[config.mk]
export PLATFORM = sky130hd
export DESIGN_NAME = lcd_bus_ctrl_flat
export DESIGN_NICKNAME = d
export VERILOG_FILES = /design/src/rtl/lcd_bus_if.sv /design/src/rtl/lcd_bus_ctrl.sv /design/src/flat_wrapper.sv
export SDC_FILE = /design/constraint.sdc
export NUM_CORES = 1
export LEC_CHECK = 0
export CAP_MARGIN = 20
export CORE_MARGIN = 2
export CORE_UTILIZATION = 30
export CTS_CLUSTER_SIZE = 8
export DETAILED_ROUTE_END_ITERATION = 10
export PLACE_DENSITY = 0.59
export SETUP_SLACK_MARGIN = 0.02
export SLEW_MARGIN = 5
export SYNTH_ARGS = -nofsm -noshare
export SYNTH_HDL_FRONTEND = slang
export SYNTH_SLANG_ARGS = --single-unit
[constraint.sdc]
create_clock -name i_clk -period 5.56 [get_ports i_clk]
set_input_delay 0.834 -clock i_clk [delete_from_list [all_inputs] [get_ports i_clk]]
set_output_delay 0.834 -clock i_clk [all_outputs]
set_load 0.03 [all_outputs]
[src/rtl/lcd_bus_if.sv]
// Pin and register bundle between the CPU-side LCD register and the character-LCD bus.
// Handshake: the CPU flips i_io_lcd[16] while BUSY=0; the controller flips DONE (status[1]) to match on completion.
interface lcd_bus_if;
    logic [31:0] i_io_lcd;
    logic [7:0]  o_lcd_data;
    logic        o_lcd_rs;
    logic        o_lcd_rw;
    logic        o_lcd_en;
    logic        o_lcd_on;
    logic [31:0] o_lcd_status;

    modport master (
        output i_io_lcd,
        input  o_lcd_data, o_lcd_rs, o_lcd_rw, o_lcd_en, o_lcd_on, o_lcd_status
    );

    modport slave (
        input  i_io_lcd,
        output o_lcd_data, o_lcd_rs, o_lcd_rw, o_lcd_en, o_lcd_on, o_lcd_status
    );
endinterface

[src/rtl/lcd_bus_ctrl.sv]
// Character-LCD write sequencer: power-up wait, then one timed RS/DATA/EN write per REQ toggle.
// Every output comes straight from a register; o_dbg_state exposes the FSM state.
module lcd_bus_ctrl #(
    parameter int unsigned T_PWRUP     = 750000,
    parameter int unsigned T_SETUP     = 2,
    parameter int unsigned T_EN        = 12,
    parameter int unsigned T_HOLD      = 2,
    parameter int unsigned T_EXEC      = 2000,
    parameter int unsigned T_EXEC_LONG = 82000
) (
    input  logic       i_clk,
    input  logic       i_rst,
    lcd_bus_if.slave   bus,
    output logic [2:0] o_dbg_state
);

    typedef enum logic [2:0] {
        S_PWRUP = 3'd0,
        S_IDLE  = 3'd1,
        S_SETUP = 3'd2,
        S_PULSE = 3'd3,
        S_HOLD  = 3'd4,
        S_EXEC  = 3'd5
    } state_t;

    state_t      r_state;
    state_t      w_state_next;
    logic [31:0] r_cnt;
    logic [31:0] w_cnt_next;
    logic [31:0] w_dur;

    logic        r_acc;
    logic        r_req_prev;
    logic        r_busy;
    logic        r_done;
    logic        r_ovr;
    logic        r_init;
    logic        r_rs;
    logic        r_en;
    logic        r_on;
    logic [7:0]  r_data;
    logic [7:0]  r_count;

    logic        w_req;
    logic        w_pending;
    logic        w_long;
    logic        w_last;
    logic        w_complete;

    assign w_req      = bus.i_io_lcd[16];
    assign w_pending  = (r_state == S_IDLE) && (w_req != r_acc);
    // Clear-display and return-home need the long execution wait.
    assign w_long     = !r_rs && ((r_data == 8'h01) || (r_data == 8'h02) || (r_data == 8'h03));
    assign w_last     = (r_cnt == w_dur - 32'd1);
    assign w_complete = (r_state == S_EXEC) && w_last;

    always_comb begin
        w_dur = 32'd1;
        case (r_state)
            S_PWRUP: w_dur = 32'(T_PWRUP);
            S_SETUP: w_dur = 32'(T_SETUP);
            S_PULSE: w_dur = 32'(T_EN);
            S_HOLD:  w_dur = 32'(T_HOLD);
            S_EXEC:  w_dur = w_long ? 32'(T_EXEC_LONG) : 32'(T_EXEC);
            default: w_dur = 32'd1;
        endcase
    end

    always_comb begin
        w_state_next = r_state;
        w_cnt_next   = r_cnt + 32'd1;
        if (r_state == S_IDLE) begin
            w_cnt_next = '0;
            if (w_pending) begin
                w_state_next = S_SETUP;
            end
        end else if (w_last) begin
            w_cnt_next = '0;
            case (r_state)
                S_PWRUP: w_state_next = S_IDLE;
                S_SETUP: w_state_next = S_PULSE;
                S_PULSE: w_state_next = S_HOLD;
                S_HOLD:  w_state_next = S_EXEC;
                default: w_state_next = S_IDLE;
            endcase
        end
    end

    always_ff @(posedge i_clk) begin
        if (i_rst) begin
            r_state    <= S_PWRUP;
            r_cnt      <= '0;
            r_acc      <= 1'b0;
            r_req_prev <= 1'b0;
            r_busy     <= 1'b0;
            r_done     <= 1'b0;
            r_ovr      <= 1'b0;
            r_init     <= 1'b0;
            r_rs       <= 1'b0;
            r_data     <= 8'h00;
            r_en       <= 1'b0;
            r_on       <= 1'b0;
            r_count    <= 8'h00;
        end else begin
            r_state    <= w_state_next;
            r_cnt      <= w_cnt_next;
            r_req_prev <= w_req;
            r_on       <= bus.i_io_lcd[31];
            // EN is registered from the next state so it is high exactly during PULSE.
            r_en       <= (w_state_next == S_PULSE);
            if (w_state_next == S_IDLE) begin
                r_init <= 1'b1;
            end
            if (w_pending) begin
                r_acc  <= w_req;
                r_rs   <= bus.i_io_lcd[9];
                r_data <= bus.i_io_lcd[7:0];
                r_busy <= 1'b1;
            end
            if (w_complete) begin
                r_done  <= r_acc;
                r_count <= r_count + 8'd1;
                r_busy  <= 1'b0;
            end
            if (r_busy && (w_req != r_req_prev)) begin
                r_ovr <= 1'b1;
            end
        end
    end

    assign bus.o_lcd_data   = r_data;
    assign bus.o_lcd_rs     = r_rs;
    assign bus.o_lcd_rw     = 1'b0;
    assign bus.o_lcd_en     = r_en;
    assign bus.o_lcd_on     = r_on;
    assign bus.o_lcd_status = {16'h0000, r_count, 4'h0, r_init, r_ovr, r_done, r_busy};
    assign o_dbg_state      = r_state;

endmodule

[src/flat_wrapper.sv]
// flat-port wrapper written by rule: the top's interface ports become plain ports
module lcd_bus_ctrl_flat 
#(
    parameter int unsigned T_PWRUP     = 750000,
    parameter int unsigned T_SETUP     = 2,
    parameter int unsigned T_EN        = 12,
    parameter int unsigned T_HOLD      = 2,
    parameter int unsigned T_EXEC      = 2000,
    parameter int unsigned T_EXEC_LONG = 82000
)
  (i_clk, i_rst, o_dbg_state, bus_i_io_lcd, bus_o_lcd_data, bus_o_lcd_rs, bus_o_lcd_rw, bus_o_lcd_en, bus_o_lcd_on, bus_o_lcd_status);
  lcd_bus_if bus_i ();
  input  logic i_clk;
  input  logic i_rst;
  output logic [2:0] o_dbg_state;
  input wire logic [$bits(bus_i.i_io_lcd)-1:0] bus_i_io_lcd;
  output wire logic [$bits(bus_i.o_lcd_data)-1:0] bus_o_lcd_data;
  output wire logic [$bits(bus_i.o_lcd_rs)-1:0] bus_o_lcd_rs;
  output wire logic [$bits(bus_i.o_lcd_rw)-1:0] bus_o_lcd_rw;
  output wire logic [$bits(bus_i.o_lcd_en)-1:0] bus_o_lcd_en;
  output wire logic [$bits(bus_i.o_lcd_on)-1:0] bus_o_lcd_on;
  output wire logic [$bits(bus_i.o_lcd_status)-1:0] bus_o_lcd_status;
  assign bus_i.i_io_lcd = bus_i_io_lcd;
  assign bus_o_lcd_data = bus_i.o_lcd_data;
  assign bus_o_lcd_rs = bus_i.o_lcd_rs;
  assign bus_o_lcd_rw = bus_i.o_lcd_rw;
  assign bus_o_lcd_en = bus_i.o_lcd_en;
  assign bus_o_lcd_on = bus_i.o_lcd_on;
  assign bus_o_lcd_status = bus_i.o_lcd_status;
  lcd_bus_ctrl #(.T_PWRUP(T_PWRUP), .T_SETUP(T_SETUP), .T_EN(T_EN), .T_HOLD(T_HOLD), .T_EXEC(T_EXEC), .T_EXEC_LONG(T_EXEC_LONG)) u_core (.i_clk(i_clk), .i_rst(i_rst), .bus(bus_i), .o_dbg_state(o_dbg_state));
endmodule
Yosys cells after proc, flatten, opt, wreduce, memory -nomap -nowiden
Index checks and enable logic that the tools add are counted.
{ "word_totals": {"regBits": 60, "inputBits": 34, "output_inout_bits": 47, "elab_cells": 46} }
{ "op_classes": {"n_addsub": 3, "eq_ne": 13, "n_mux": 6, "n_reduce_logical": 11} }
{ "ops": {"columns": ["op", "count"], "rows": [
  ["$pmux W32 S4", 1],
  ["$add A32 B1 Y32 const B", 1],
  ["$eq A32 B32 Y1", 1],
  ["$sub A32 B1 Y32 const B", 1],
  ["$mux W17", 1],
  ["$eq A8 B2 Y1 const B", 2],
  ["$eq A3 B2 Y1 const B", 3],
  ["$mux W3", 3],
  ["$pmux W3 S3", 1],
  ["$add A8 B1 Y8 const B", 1],
  ["$eq A8 B1 Y1 const B", 1],
  ["$eq A3 B1 Y1 const B", 2],
  ["$eq A3 B3 Y1 const B", 2],
  ["$logic_and A1 B1 Y1", 4],
  ["$reduce_or A2 Y1", 2],
  ["$logic_not A3 Y1", 1],
  ["$reduce_or A3 Y1", 1],
  ["$logic_or A1 B1 Y1", 2],
  ["$ne A1 B1 Y1", 2],
  ["$logic_not A1 Y1", 1]
]} }

Longest topological paths before layout
{ "logic_depth": {"ltp_word": 11, "mapped_depth": 12, "mapped_depth_nobuf": 9} }

Least setup slack after synthesis
Ideal clock, no wire load.
{ "synth_timing": {"path_kind": "reg-to-reg", "start": "register u_core.r_state[2], in the netlist u_core.o_dbg_state[2]", "end": "register u_core.r_state[0], in the netlist u_core.o_dbg_state[0]", "setup_ns": 0.086, "arrival_ns": 3.096, "t_required_ns": 5.474, "slack_ns": 2.377, "path_stages_with_launch": 13, "n_path_buf": 3, "period_less_slack_ns": 3.183, "path_cell_list": "dfxtp_1 > buf_4 > nand3b_1 > clkbuf_1 > o21ai_0 > ha_1 > inv_1 > nand4_1 > a2111oi_1 > nor3_2 > buf_6 > or4_4 > a221oi_2"} }
{ "synth_via": {"elab_chain_len": 7, "elab_cells_between_ends": 15, "classes_between": "1 x add/sub; 6 x eq/ne; 5 x mux; 3 x reduce/logical"} }
{ "synth_rtl": {"columns": ["item", "line", "source"], "rows": [
  ["start, declared", "lcd_bus_ctrl.sv:26", "state_t r_state;"],
  ["start signal, assigned", "lcd_bus_ctrl.sv:105", "r_state <= w_state_next;"],
  ["$eq A3 B2 Y1 or $eq A3 B3 Y1 (tied branches)", "lcd_bus_ctrl.sv:59, lcd_bus_ctrl.sv:79", null],
  ["$reduce_or A2 Y1 (no source line)", null, null],
  ["$pmux W32 S4", "lcd_bus_ctrl.sv:59", "case (r_state)"],
  ["$sub A32 B1 Y32", "lcd_bus_ctrl.sv:54", "assign w_last = (r_cnt == w_dur - 32'd1);"],
  ["$eq A32 B32 Y1", "lcd_bus_ctrl.sv:54", null],
  ["$mux W3", "lcd_bus_ctrl.sv:77", "end else if (w_last) begin"],
  ["$mux W3 (*)", "lcd_bus_ctrl.sv:72", "if (r_state == S_IDLE) begin"]
]} }
Every way passes the cells marked *; elsewhere a longest branch is shown, timed or not.
A chain may end at the register's enable or synchronous reset.

Worst setup path in the final report
{ "layout_timing": {"start": "register u_core.r_state[0], in the netlist u_core.o_dbg_state[0]", "end": "register u_core.r_count[7]"} }
{ "layout_via": {"elab_chain_len": 6, "elab_cells_between_ends": 10, "classes_between": "1 x add/sub; 5 x eq/ne; 1 x mux; 3 x reduce/logical"} }
{ "layout_rtl": {"columns": ["item", "line", "source"], "rows": [
  ["$eq A3 B2 Y1 or $eq A3 B3 Y1 (tied branches)", "lcd_bus_ctrl.sv:59", null],
  ["$reduce_or A2 Y1 (no source line)", null, null],
  ["$pmux W32 S4", "lcd_bus_ctrl.sv:59", null],
  ["$sub A32 B1 Y32", "lcd_bus_ctrl.sv:54", null],
  ["$eq A32 B32 Y1", "lcd_bus_ctrl.sv:54", null],
  ["$logic_and A1 B1 Y1 (*)", "lcd_bus_ctrl.sv:55", "assign w_complete = (r_state == S_EXEC) && w_last;"],
  ["end signal, assigned", "lcd_bus_ctrl.sv:122", "r_count <= r_count + 8'd1;"],
  ["end, declared", "lcd_bus_ctrl.sv:42", "logic [7:0] r_count;"]
]} }
Marked as above.

==> summary.txt <==
Run status
  – Run status: finished clean

Power
  – Seq pwr share: 44.3%
  – Pwr per Cell Area: approximately 240 mW/mm^2
  – Int Power: 0.7593 mW
  – Sw frac: between 20% and 30%
  – Clock power frac: around half
  – Psw: between 0.2 and 0.25 mW
  – Worst vdd ir: 0.1323 mV
  – Gate power share: between 5 and 6%
  – Leakage: roughly 1.5 nW

GRT
  – Largest net degree at the start of global routing: slightly above 40
  – Gr ovfl total: 0
  – Vias in the first global route: 2,594
  – Total GRT Usage: approximately 12%
  – Global-route wire length before repair: between 10 and 15 mm
  – Initial antenna violation count: 0

CTS
  – Hold Buf Count CTS: 0
  – Max clock buf depth: 2
  – CTS tree: done
  – CTS HTree Levels: 3
  – Clk root buf: clkbuf_16
  – Total CTS buffers: 9
  – Post-cts sizing count: 0
  – Post-CTS Setup Repair Bufs: 0
  – Clock transition at path regs: roughly 0.050 ns
  – CTS Sinks: 60
  – Worst skew pair latency: approximately 0.32 ns

Min path
  – Hold Crit Depth: 2
  – Hold Crit Class: register to register
  – Hold_sp: u_core.r_done$_SDFFE_PP0P_
  – Hold endpoint: u_core.r_done$_SDFFE_PP0P_

Synthesis
  – Top FF cell, synth: dfxtp_1
  – Unique masters post-synth: 54
  – Sequential area share after synthesis: 35.26%
  – Async SR Flop Fraction: 0%
  – Synthesized area: roughly 0.0034 sq mm
  – Post-synth EDFFs: 0
  – Yosys reg bits: 60
  – Share of Yosys cell area claimed by the top area cell type: 35.26%
  – Synth Area per Inst: between 8 and 9 sq um
  – Synth Instances: between 300 and 400
  – Synth top cells by count: dfxtp_1, nor3_1, nor2_1, buf_4, xor2_1
  – Ys Warns: 0
  – Cell taking the most area after synthesis: dfxtp_1
  – Synth top area cells: dfxtp_1, buf_4, xor2_1, nor3_1, xnor2_1
  – Cell with the most instances after synthesis: dfxtp_1

Timing
  – Minimum clock period: about 3.6 ns
  – Slew Limit Headroom: about two fifths
  – Pins Over Slew Limit: 0
  – Highest clock rate: about 280 MHz
  – RSZ-0062 raised after global routing: no
  – Finish-stage setup viols: 0
  – Max Clock Skew: around 0.0068 ns
  – Worst-Margin Slew: 0.8791 ns
  – Fin. Hold Viols: 0
  – TNS Setup: 0 ns
  – Crit share post-route: around two thirds

Setup path
  – Slowest Stage Delay on Critical Path: 0.63 ns
  – Crit-path leading delay family: simple AND/OR/NAND/NOR gates
  – Worst reg-to-reg path cell count: 9
  – CP required: around 5.8 ns
  – CP Class: register to register
  – Crit path max fanout: 16
  – RR Startpoint: u_core.o_dbg_state[0]$_SDFF_PP0_
  – Endpoint type of the worst setup path: register
  – Startpoint types: register
  – CP arrival: 3.84 ns
  – CP Cell Sequence: nand3b_1, o21ai_0, ha_1, xor2_1, nand4_1, nor3_1, nand4_1, nor4_1, mux2_2
  – Most used cell, CP: nand4_1
  – Worst R2R End: u_core.r_count[7]$_SDFFE_PP0P_
  – CP bufs+invs: 0
  – Slowest stage cell, crit path: dfxtp_1
  – Reg-to-reg slack, setup: between 1.5 and 2 ns

Placement
  – Port Buffer Count: 38
  – Placer congestion estimate: roughly 0.84
  – HPWL Detailed: between 5 and 6 mm

Die
  – Initial Util: between 30% and 40%
  – Site row count: 38
  – Die H: ~110 um
  – Die Area: about 0.012 sq mm
  – Num ports: 81
  – Width of the chip: 110.6 um
  – CORE AREA: ~0.011 sq mm

Cells and area
  – N_diodes: 0
  – Area grow syn2layout: 18.66%
  – Layout cell share with drive strength beyond 1: slightly above 8%
  – Final Util: about 37%
  – Nets: about 460

Drt
  – DR iter-0 viols: about 210
  – Vias per inst: a little over 5
  – Final ANT Viol Nets: 0
  – Pre-antenna DRT Iters: 4
  – DRC: 0
  – Routed WL: about 7.5 mm
  – DR WL/cell: 13.27 um
  – Vias: roughly 2,900

Run
  – Max cap viols: 0
-- sequential cells by signal, indices dropped and copies added, names as in the netlist --
| name | flops |
|---|---|
| u_core.r_cnt | 32 |
| u_core.bus.o_lcd_data | 8 |
| u_core.r_count | 8 |
| u_core.o_dbg_state | 3 |
| u_core.bus.o_lcd_en | 1 |
| u_core.bus.o_lcd_on | 1 |
| u_core.bus.o_lcd_rs | 1 |
| u_core.r_acc | 1 |
| u_core.r_busy | 1 |
| u_core.r_done | 1 |
| u_core.r_init | 1 |
| u_core.r_ovr | 1 |
| u_core.r_req_prev | 1 |
-- cell type report --
class / instances / area, sq um
clock buffers: 12 / 246.5
flip-flops and latches: 60 / 1201
inverters: 7 / 26.28
multi-input cells: 301 / 1973
well taps: 140 / 175.2
repair buffers: 40 / 395.4
clock inverters: 4 / 25.02
fillers: 1099 / 6940
-- metal layers --
layer	wire length, um	global-route usage [%]	vias up
met5	0	0	-
met3	354	2.634	13
met4	151	5.750	0
met1	3564	16.48	1348
li1	-	-	1419
met2	3416	19.26	80
-- per-stage QoR --
stage	worst slack (ns)	hold WS (ns)	power, mW	area [sq um]	instances
finish	1.932	0.4721	0.9857	4043	564
global route	1.636	0.5120	1.017	4043	564
CTS	1.941	0.4761	0.9983	4043	564
detailed placement	1.951	0.4613	0.4946	3771	548
global placement	2.024	0.4586	0.4941	3771	548
floorplan	2.377	0.4380	0.4920	3482	416
-- worst register-to-register path, stage by stage, from the launching register on --
cell,delay (ns)
dfxtp_1,0.63
nand3b_1,0.48
o21ai_0,0.26
ha_1,0.29
xor2_1,0.20
nand4_1,0.17
nor3_1,0.29
nand4_1,0.38
nor4_1,0.44
mux2_2,0.37
-- worst max-delay path by stage --
stage               slack (ns)                             start  cells past startpoint                               end
floorplan                 2.38  u_core.o_dbg_state[2]$_SDFF_PP0_                     12  u_core.o_dbg_state[0]$_SDFF_PP0_
global placement          2.02  u_core.o_dbg_state[0]$_SDFF_PP0_                      9    u_core.bus.o_lcd_en$_SDFF_PP0_
detailed placement        1.95  u_core.o_dbg_state[0]$_SDFF_PP0_                      9    u_core.r_count[7]$_SDFFE_PP0P_
CTS                       1.94  u_core.o_dbg_state[0]$_SDFF_PP0_                      9    u_core.r_count[7]$_SDFFE_PP0P_
global route              1.64  u_core.o_dbg_state[0]$_SDFF_PP0_                      9    u_core.r_count[7]$_SDFFE_PP0P_
finish                    1.93  u_core.o_dbg_state[0]$_SDFF_PP0_                      9    u_core.r_count[7]$_SDFFE_PP0P_
-- power by group through the flow --
stage               logic (mW)  clock network [mW]  registers (mW)
floorplan               0.0469                   0           0.445
global placement        0.0493                   0           0.445
detailed placement      0.0496                   0           0.445
CTS                     0.0499               0.512           0.436
global route            0.0539               0.526           0.436
finish                  0.0499               0.500           0.436
-- logic make-up (layout without fill, tap and decap cells) --
logic type	after synthesis	count (layout)	synth area share [%]
simple gates	187	187	31.58
flops	60	60	35.26
buf+inv	55	63	9.291
xor+xnor	37	37	9.512
compound gates	32	32	6.684
mux	21	21	6.463
fa+ha+maj	3	3	1.102
other cells	1	21	0.1101
-- cells in the final DEF, fill, tap and decap left out, types with 3 or more instances in the layout --
master | Yosys | routed
nor2_1 | 30 | 30
nand2_1 | 16 | 16
a211oi_1 | 4 | 4
mux2_2 | 8 | 8
nor3b_1 | 3 | 3
and4_1 | 7 | 7
xnor2_1 | 15 | 15
clkbuf_16 | 0 | 9
a21oi_1 | 7 | 7
or3_1 | 3 | 3
xor2_1 | 22 | 22
nand2b_1 | 9 | 9
conb_1 | 1 | 21
or4_4 | 3 | 3
nor2b_1 | 10 | 10
and3_1 | 7 | 7
mux2i_1 | 13 | 13
and2_1 | 4 | 4
o21ai_0 | 5 | 5
dfxtp_1 | 60 | 60
nand3_1 | 17 | 17
nor4_1 | 13 | 13
nand4_1 | 16 | 16
ha_1 | 3 | 3
clkdlybuf4s50_1 | 0 | 38
inv_1 | 7 | 7
nor3_1 | 37 | 37
Power figures use the tool's default switching activity.
